[src/rtl/bitwise_arbiter_pkg.sv]
// Shared constants for the bitwise arbiter: logic-unit opcodes and
// the result-stage FSM state encodings.
package bitwise_arbiter_pkg;

  localparam logic [1:0] OP_OR  = 2'b00;
  localparam logic [1:0] OP_AND = 2'b01;
  localparam logic [1:0] OP_XOR = 2'b10;
  localparam logic [1:0] OP_NOT = 2'b11;

  typedef enum logic {
    ST_EMPTY = 1'b0,
    ST_FULL  = 1'b1
  } state_t;

endpackage

[src/rtl/bitwise_arbiter_if.sv]
// Bundle of both requester handshakes plus the result handshake.
// master = client side (bench / consumers), slave = the arbiter.
interface bitwise_arbiter_if #(
  parameter int WIDTH = 16
);
  logic             req0_valid;
  logic             req0_ready;
  logic [1:0]       req0_op;
  logic [WIDTH-1:0] req0_a;
  logic [WIDTH-1:0] req0_b;

  logic             req1_valid;
  logic             req1_ready;
  logic [1:0]       req1_op;
  logic [WIDTH-1:0] req1_a;
  logic [WIDTH-1:0] req1_b;

  logic             res_valid;
  logic             res_ready;
  logic [WIDTH-1:0] res_out;
  logic             res_id;

  modport master (
    output req0_valid, req0_op, req0_a, req0_b,
    output req1_valid, req1_op, req1_a, req1_b,
    output res_ready,
    input  req0_ready, req1_ready, res_valid, res_out, res_id
  );

  modport slave (
    input  req0_valid, req0_op, req0_a, req0_b,
    input  req1_valid, req1_op, req1_a, req1_b,
    input  res_ready,
    output req0_ready, req1_ready, res_valid, res_out, res_id
  );
endinterface

[src/rtl/bitwise_arbiter_unit.sv]
// Combinational word-wide logic unit: per-bit OR/AND/XOR/NOT gate slices
// feeding a 4-way word mux selected by the opcode.
module bitwise_unit
  import bitwise_arbiter_pkg::*;
#(
  parameter int WIDTH = 16
) (
  input  logic [1:0]       op,
  input  logic [WIDTH-1:0] a,
  input  logic [WIDTH-1:0] b,
  output logic [WIDTH-1:0] y
);

  logic [WIDTH-1:0] or_w;
  logic [WIDTH-1:0] and_w;
  logic [WIDTH-1:0] xor_w;
  logic [WIDTH-1:0] not_w;

  generate
    for (genvar gi = 0; gi < WIDTH; gi++) begin : g_bit
      assign or_w[gi]  = a[gi] | b[gi];
      assign and_w[gi] = a[gi] & b[gi];
      assign xor_w[gi] = a[gi] ^ b[gi];
      assign not_w[gi] = ~a[gi];
    end
  endgenerate

  always_comb begin
    y = or_w;
    case (op)
      OP_OR:   y = or_w;
      OP_AND:  y = and_w;
      OP_XOR:  y = xor_w;
      OP_NOT:  y = not_w;
      default: y = or_w;
    endcase
  end

endmodule

[src/rtl/bitwise_arbiter.sv]
// Round-robin arbiter sharing one bitwise_unit between two requesters,
// with a one-entry registered result stage (EMPTY/FULL).
module bitwise_arbiter
  import bitwise_arbiter_pkg::*;
#(
  parameter int WIDTH = 16
) (
  input logic              clk,
  input logic              rst_n,
  bitwise_arbiter_if.slave bus
);

  state_t           state_reg, state_next;
  logic             last_grant_reg;
  logic [WIDTH-1:0] res_out_reg;
  logic             res_id_reg;

  logic             any_valid;
  logic             grant;
  logic             can_accept;
  logic             accept;
  logic [1:0]       sel_op;
  logic [WIDTH-1:0] sel_a, sel_b, unit_y;

  // With both valid the requester not granted last wins; otherwise the
  // lone valid one (grant defaults to 0 when idle).
  always_comb begin
    any_valid = bus.req0_valid | bus.req1_valid;
    if (bus.req0_valid && bus.req1_valid) grant = ~last_grant_reg;
    else                                  grant = bus.req1_valid;
  end

  always_comb begin
    state_next = state_reg;
    can_accept = 1'b0;
    case (state_reg)
      ST_EMPTY: can_accept = rst_n;
      ST_FULL:  can_accept = rst_n & bus.res_ready;
      default:  can_accept = 1'b0;
    endcase
    accept = can_accept & any_valid;
    if (accept)
      state_next = ST_FULL;
    else if (state_reg == ST_FULL && can_accept)
      state_next = ST_EMPTY;
  end

  assign bus.req0_ready = can_accept & ~grant;
  assign bus.req1_ready = can_accept & grant;

  assign sel_op = grant ? bus.req1_op : bus.req0_op;
  assign sel_a  = grant ? bus.req1_a  : bus.req0_a;
  assign sel_b  = grant ? bus.req1_b  : bus.req0_b;

  bitwise_unit #(.WIDTH(WIDTH)) u_unit (
    .op (sel_op),
    .a  (sel_a),
    .b  (sel_b),
    .y  (unit_y)
  );

  always_ff @(posedge clk) begin
    if (!rst_n) begin
      state_reg      <= ST_EMPTY;
      last_grant_reg <= 1'b1;
      res_out_reg    <= '0;
      res_id_reg     <= 1'b0;
    end else begin
      state_reg <= state_next;
      if (accept) begin
        res_out_reg    <= unit_y;
        res_id_reg     <= grant;
        last_grant_reg <= grant;
      end
    end
  end

  assign bus.res_valid = (state_reg == ST_FULL);
  assign bus.res_out   = res_out_reg;
  assign bus.res_id    = res_id_reg;

endmodule

[src/flat_wrapper.sv]
// flat-port wrapper written by rule: the top's interface ports become plain ports
module bitwise_arbiter_flat import bitwise_arbiter_pkg::*;
#(
  parameter int WIDTH = 16
)
  (clk, rst_n, bus_req0_valid, bus_req0_op, bus_req0_a, bus_req0_b, bus_req1_valid, bus_req1_op, bus_req1_a, bus_req1_b, bus_res_ready, bus_req0_ready, bus_req1_ready, bus_res_valid, bus_res_out, bus_res_id);
  bitwise_arbiter_if #(.WIDTH(WIDTH)) bus_i ();
  input logic clk;
  input logic rst_n;
  input wire logic [$bits(bus_i.req0_valid)-1:0] bus_req0_valid;
  input wire logic [$bits(bus_i.req0_op)-1:0] bus_req0_op;
  input wire logic [$bits(bus_i.req0_a)-1:0] bus_req0_a;
  input wire logic [$bits(bus_i.req0_b)-1:0] bus_req0_b;
  input wire logic [$bits(bus_i.req1_valid)-1:0] bus_req1_valid;
  input wire logic [$bits(bus_i.req1_op)-1:0] bus_req1_op;
  input wire logic [$bits(bus_i.req1_a)-1:0] bus_req1_a;
  input wire logic [$bits(bus_i.req1_b)-1:0] bus_req1_b;
  input wire logic [$bits(bus_i.res_ready)-1:0] bus_res_ready;
  output wire logic [$bits(bus_i.req0_ready)-1:0] bus_req0_ready;
  output wire logic [$bits(bus_i.req1_ready)-1:0] bus_req1_ready;
  output wire logic [$bits(bus_i.res_valid)-1:0] bus_res_valid;
  output wire logic [$bits(bus_i.res_out)-1:0] bus_res_out;
  output wire logic [$bits(bus_i.res_id)-1:0] bus_res_id;
  assign bus_i.req0_valid = bus_req0_valid;
  assign bus_i.req0_op = bus_req0_op;
  assign bus_i.req0_a = bus_req0_a;
  assign bus_i.req0_b = bus_req0_b;
  assign bus_i.req1_valid = bus_req1_valid;
  assign bus_i.req1_op = bus_req1_op;
  assign bus_i.req1_a = bus_req1_a;
  assign bus_i.req1_b = bus_req1_b;
  assign bus_i.res_ready = bus_res_ready;
  assign bus_req0_ready = bus_i.req0_ready;
  assign bus_req1_ready = bus_i.req1_ready;
  assign bus_res_valid = bus_i.res_valid;
  assign bus_res_out = bus_i.res_out;
  assign bus_res_id = bus_i.res_id;
  bitwise_arbiter #(.WIDTH(WIDTH)) u_core (.clk(clk), .rst_n(rst_n), .bus(bus_i));
endmodule
[config.mk]
export PLATFORM = sky130hd
export DESIGN_NAME = bitwise_arbiter_flat
export DESIGN_NICKNAME = d
export VERILOG_FILES = /design/src/rtl/bitwise_arbiter_pkg.sv /design/src/rtl/bitwise_arbiter_if.sv /design/src/rtl/bitwise_arbiter_unit.sv /design/src/rtl/bitwise_arbiter.sv /design/src/flat_wrapper.sv
export SDC_FILE = /design/constraint.sdc
export NUM_CORES = 1
export LEC_CHECK = 0
export BUFFER_PORTS_ARGS = -buffer_cell sky130_fd_sc_hd__buf_4
export CAP_MARGIN = 20
export CELL_PAD_IN_SITES_DETAIL_PLACEMENT = 1
export CELL_PAD_IN_SITES_GLOBAL_PLACEMENT = 1
export CORE_MARGIN = 2
export CORE_UTILIZATION = 33
export DETAILED_ROUTE_END_ITERATION = 12
export GPL_TIMING_DRIVEN = 0
export PLACE_DENSITY = 0.88
export SYNTH_ARGS = -nofsm -noshare
export SYNTH_HDL_FRONTEND = slang
export SYNTH_SLANG_ARGS = --single-unit
[constraint.sdc]
create_clock -name clk -period 2.6 [get_ports clk]
set_input_delay 0.52 -clock clk [delete_from_list [all_inputs] [get_ports clk]]
set_output_delay 0.52 -clock clk [all_outputs]
set_load 0.01 [all_outputs]
==> results.yml <==
min_path:
  hold_path_class: "reg2reg"
  holdPathEnd: "u_core.bus.res_out[1]"
  holdPathStages: 2
  hp-start: "u_core.bus.res_out[1]"
route:
  first_iter_violations: 64
  post_drt_via_cell_ratio: 5.156
  routedWlPerCell_um: 14.97
  routed_wl_um: 6061
  ant_nets: 0
  detail_route.first_pass.iterations: 4
  drc: 0
  vias: 2088
critical_path:
  cp-start-kind: "input port"
  cp_top_family: "buffers and inverters"
  worstPathCellList: "buf_4 -> a21boi_2 -> buf_2 -> nor2_1 -> buf_4"
  path_buf_inv: 3
  endpoint_kind: "output pin"
  crit_fanout: 10
  cp_slowest_cell: "buf_2"
  arrival_ps: 1380
  r2r_cells: 5
  slowest_delay_ps: 270
  cp.required_ps: 2080
  worstSetupPathType: "in2out"
  reg2reg_from: "u_core.last_grant_reg"
  ff2ff_setup_slack_ps: 1250
  r2r-end: "u_core.bus.res_out[3]"
  crit_top_cell: "buf_4"
  critPathLaunch: "bus_req0_valid"
  path_depth: 5
synthesis:
  syn-mean-instance-area_um2: 7.193
  synthTopCellsByCount: "47 x nand2_1, 47 x nor2_1, 30 x xnor2_1"
  ys_async_sr_fraction: 0
  synth_top_area_frac: 0.2176
  synthFlopType: "dfxtp_1"
  syn_area_um2: 1748
  synth_nets: 316
  synth_warnings: 0
  synth.largest_area_cell: "dfxtp_1"
  synth_area_leaders: "dfxtp_1 22%, xnor2_1 15%, nand2_1 10%"
  synth_seq_cells: 19
  synth-edff-count: 0
  yosysUniqueCellTypes: 32
  seq_area_frac_synth: 0.2176
  postSynthCellCount: 243
global_route:
  antenna_found_initial: 0
  track_usage: 0.1996
  overflow: 0
  grt_pass1_wl_um: 9653
  grt_start_max_net_pins: 11
  grt_pass1_vias: 2085
placed_design:
  dpl_worst_slack_ps: 692.5
  io_buffers: 88
  hpwlAfterDp_um: 5063
  place_congestion: 0.7402
clocking:
  cts_tree: "done"
  clk_root_buffer_cell: "clkbuf_8"
  cts.clk_slew.worst_paths_ps: 70
  holdBufCountCts: 0
  cts_buffers: 3
  clockBufferDepth: 2
  cts_sinks: 19
  htreeDepth: 1
  post_cts_buffers: 0
  worstSkewPairLatency_ps: 250
  ctsResizeCount: 0
sta:
  final_max_slew_viol_count: 0
  fin_crit_sh: 0.7316
  worst_pin_slew_ps: 474.3
  setup_ws_ps: 697.7
  rsz0062_at_grt: "no"
  min_period_ps: 1902
  fmax_mhz: 525.7
  hold_violations: 0
  max_slew_margin: 0.6838
  finalSetupTns_ps: 0
  skew_ps: 3.493
  setup_violations: 0
run_status:
  status: "finished clean"
final_layout:
  multiInputGateArea_um2: 1262
  seq_area_um2: 380.4
  largest_reg_flops: 16
  final_net_count: 409
  n_antenna_cell: 0
  drive_gt1_frac: 0.3612
  fillCellCount: 671
  syn2layout_area_growth_pct: 45.38
floorplan:
  rows: 26
  core_region_area_um2: 5107
  die_w_um: 76.78
  io_pins: 93
  start_util: 0.3422
  die_y_um: 76.78
  fp.dieArea_um2: 5895
power:
  ir_drop_uv: 161.6
  power_density_nw_per_um2: 379.9
  leakage_nw: 1.095
flow_run:
  maxCapViolations: 0
## area by class of cell
type | count | share of cell area
multi-input cells | 207 | 0.4968
repair buffers | 88 | 0.2600
flip-flops and latches | 19 | 0.1497
plain buffers | 16 | 0.03988
well taps | 70 | 0.03447
clock buffers | 4 | 0.01773
inverters | 1 | 0.001477
## tightest hold or removal path, stage by stage (launching register included)
cell	delay [ps]
dfxtp_1	330
nand2_1	60
o31ai_2	50
## layout by cell type, fill, tap and decap left out, types with 2 or more instances in the layout
| cell type | instances |
|---|---|
| dfxtp_1 | 19 |
| buf_4 | 95 |
| a21oi_1 | 2 |
| o31ai_2 | 10 |
| buf_2 | 6 |
| o31ai_1 | 5 |
| nor3_1 | 15 |
| o22ai_1 | 16 |
| nand2b_1 | 2 |
| clkbuf_8 | 3 |
| and3_1 | 2 |
| xnor2_1 | 30 |
| o211ai_1 | 2 |
| nand2_1 | 47 |
| o221ai_1 | 15 |
| clkbuf_1 | 3 |
| nor2_1 | 47 |
## report_power, final
part	internal, mW	switching (mW)	leakage, nW
Combinational	0.216	0.209	0.915
Sequential	0.321	0.0178	0.157
Clock	0.109	0.0927	0.0228
Total	0.646	0.319	1.09
## routing by layer
metal	vias up	GRT usage	share of wire
li1	1044	-	-
met1	978	0.2423	0.44
met2	58	0.3693	0.51
met3	8	0.01765	0.035
met4	0	0.06000	0.017
met5	-	0	0
## worst max path at each step
stage / to / slack [ps]
finish: bus_req0_ready / 700
global route: bus_req0_ready / 630
CTS: bus_req0_ready / 690
detailed placement: bus_req0_ready / 690
global placement: bus_req0_ready / 710
floorplan: bus_req0_ready / 1050
## kinds of logic (layout without fill, tap and decap cells)
kind of cell           Yosys count  in the layout  share of synthesized area
XOR/XNOR                        31             31                     0.1553
AND/OR/NAND/NOR                118            118                     0.2842
buffers and inverters           17            109                    0.06013
flip-flops                      19             19                     0.2176
multiplexers                     1              1                   0.005727
AO/OA/AOI/OAI                   57             57                     0.2770
## through the flow
step | instance area, um2 | instances | hold slack (ps) | power (mW) | util
3_5_place_dp | 2496 | 401 | 453.0 | 0.7697 | 0.4887
3_3_place_gp | 2496 | 401 | 435.5 | 0.7523 | 0.4887
2_1_floorplan | 1748 | 243 | 478.6 | 0.5610 | -
4_1_cts | 2541 | 405 | 474.1 | 0.9736 | 0.4976
6_report | 2541 | 405 | 469.7 | 0.9654 | 0.4976
5_1_grt | 2541 | 405 | 488.4 | 1.022 | 0.4976
Note: power is estimated with default switching activity, not from simulation.
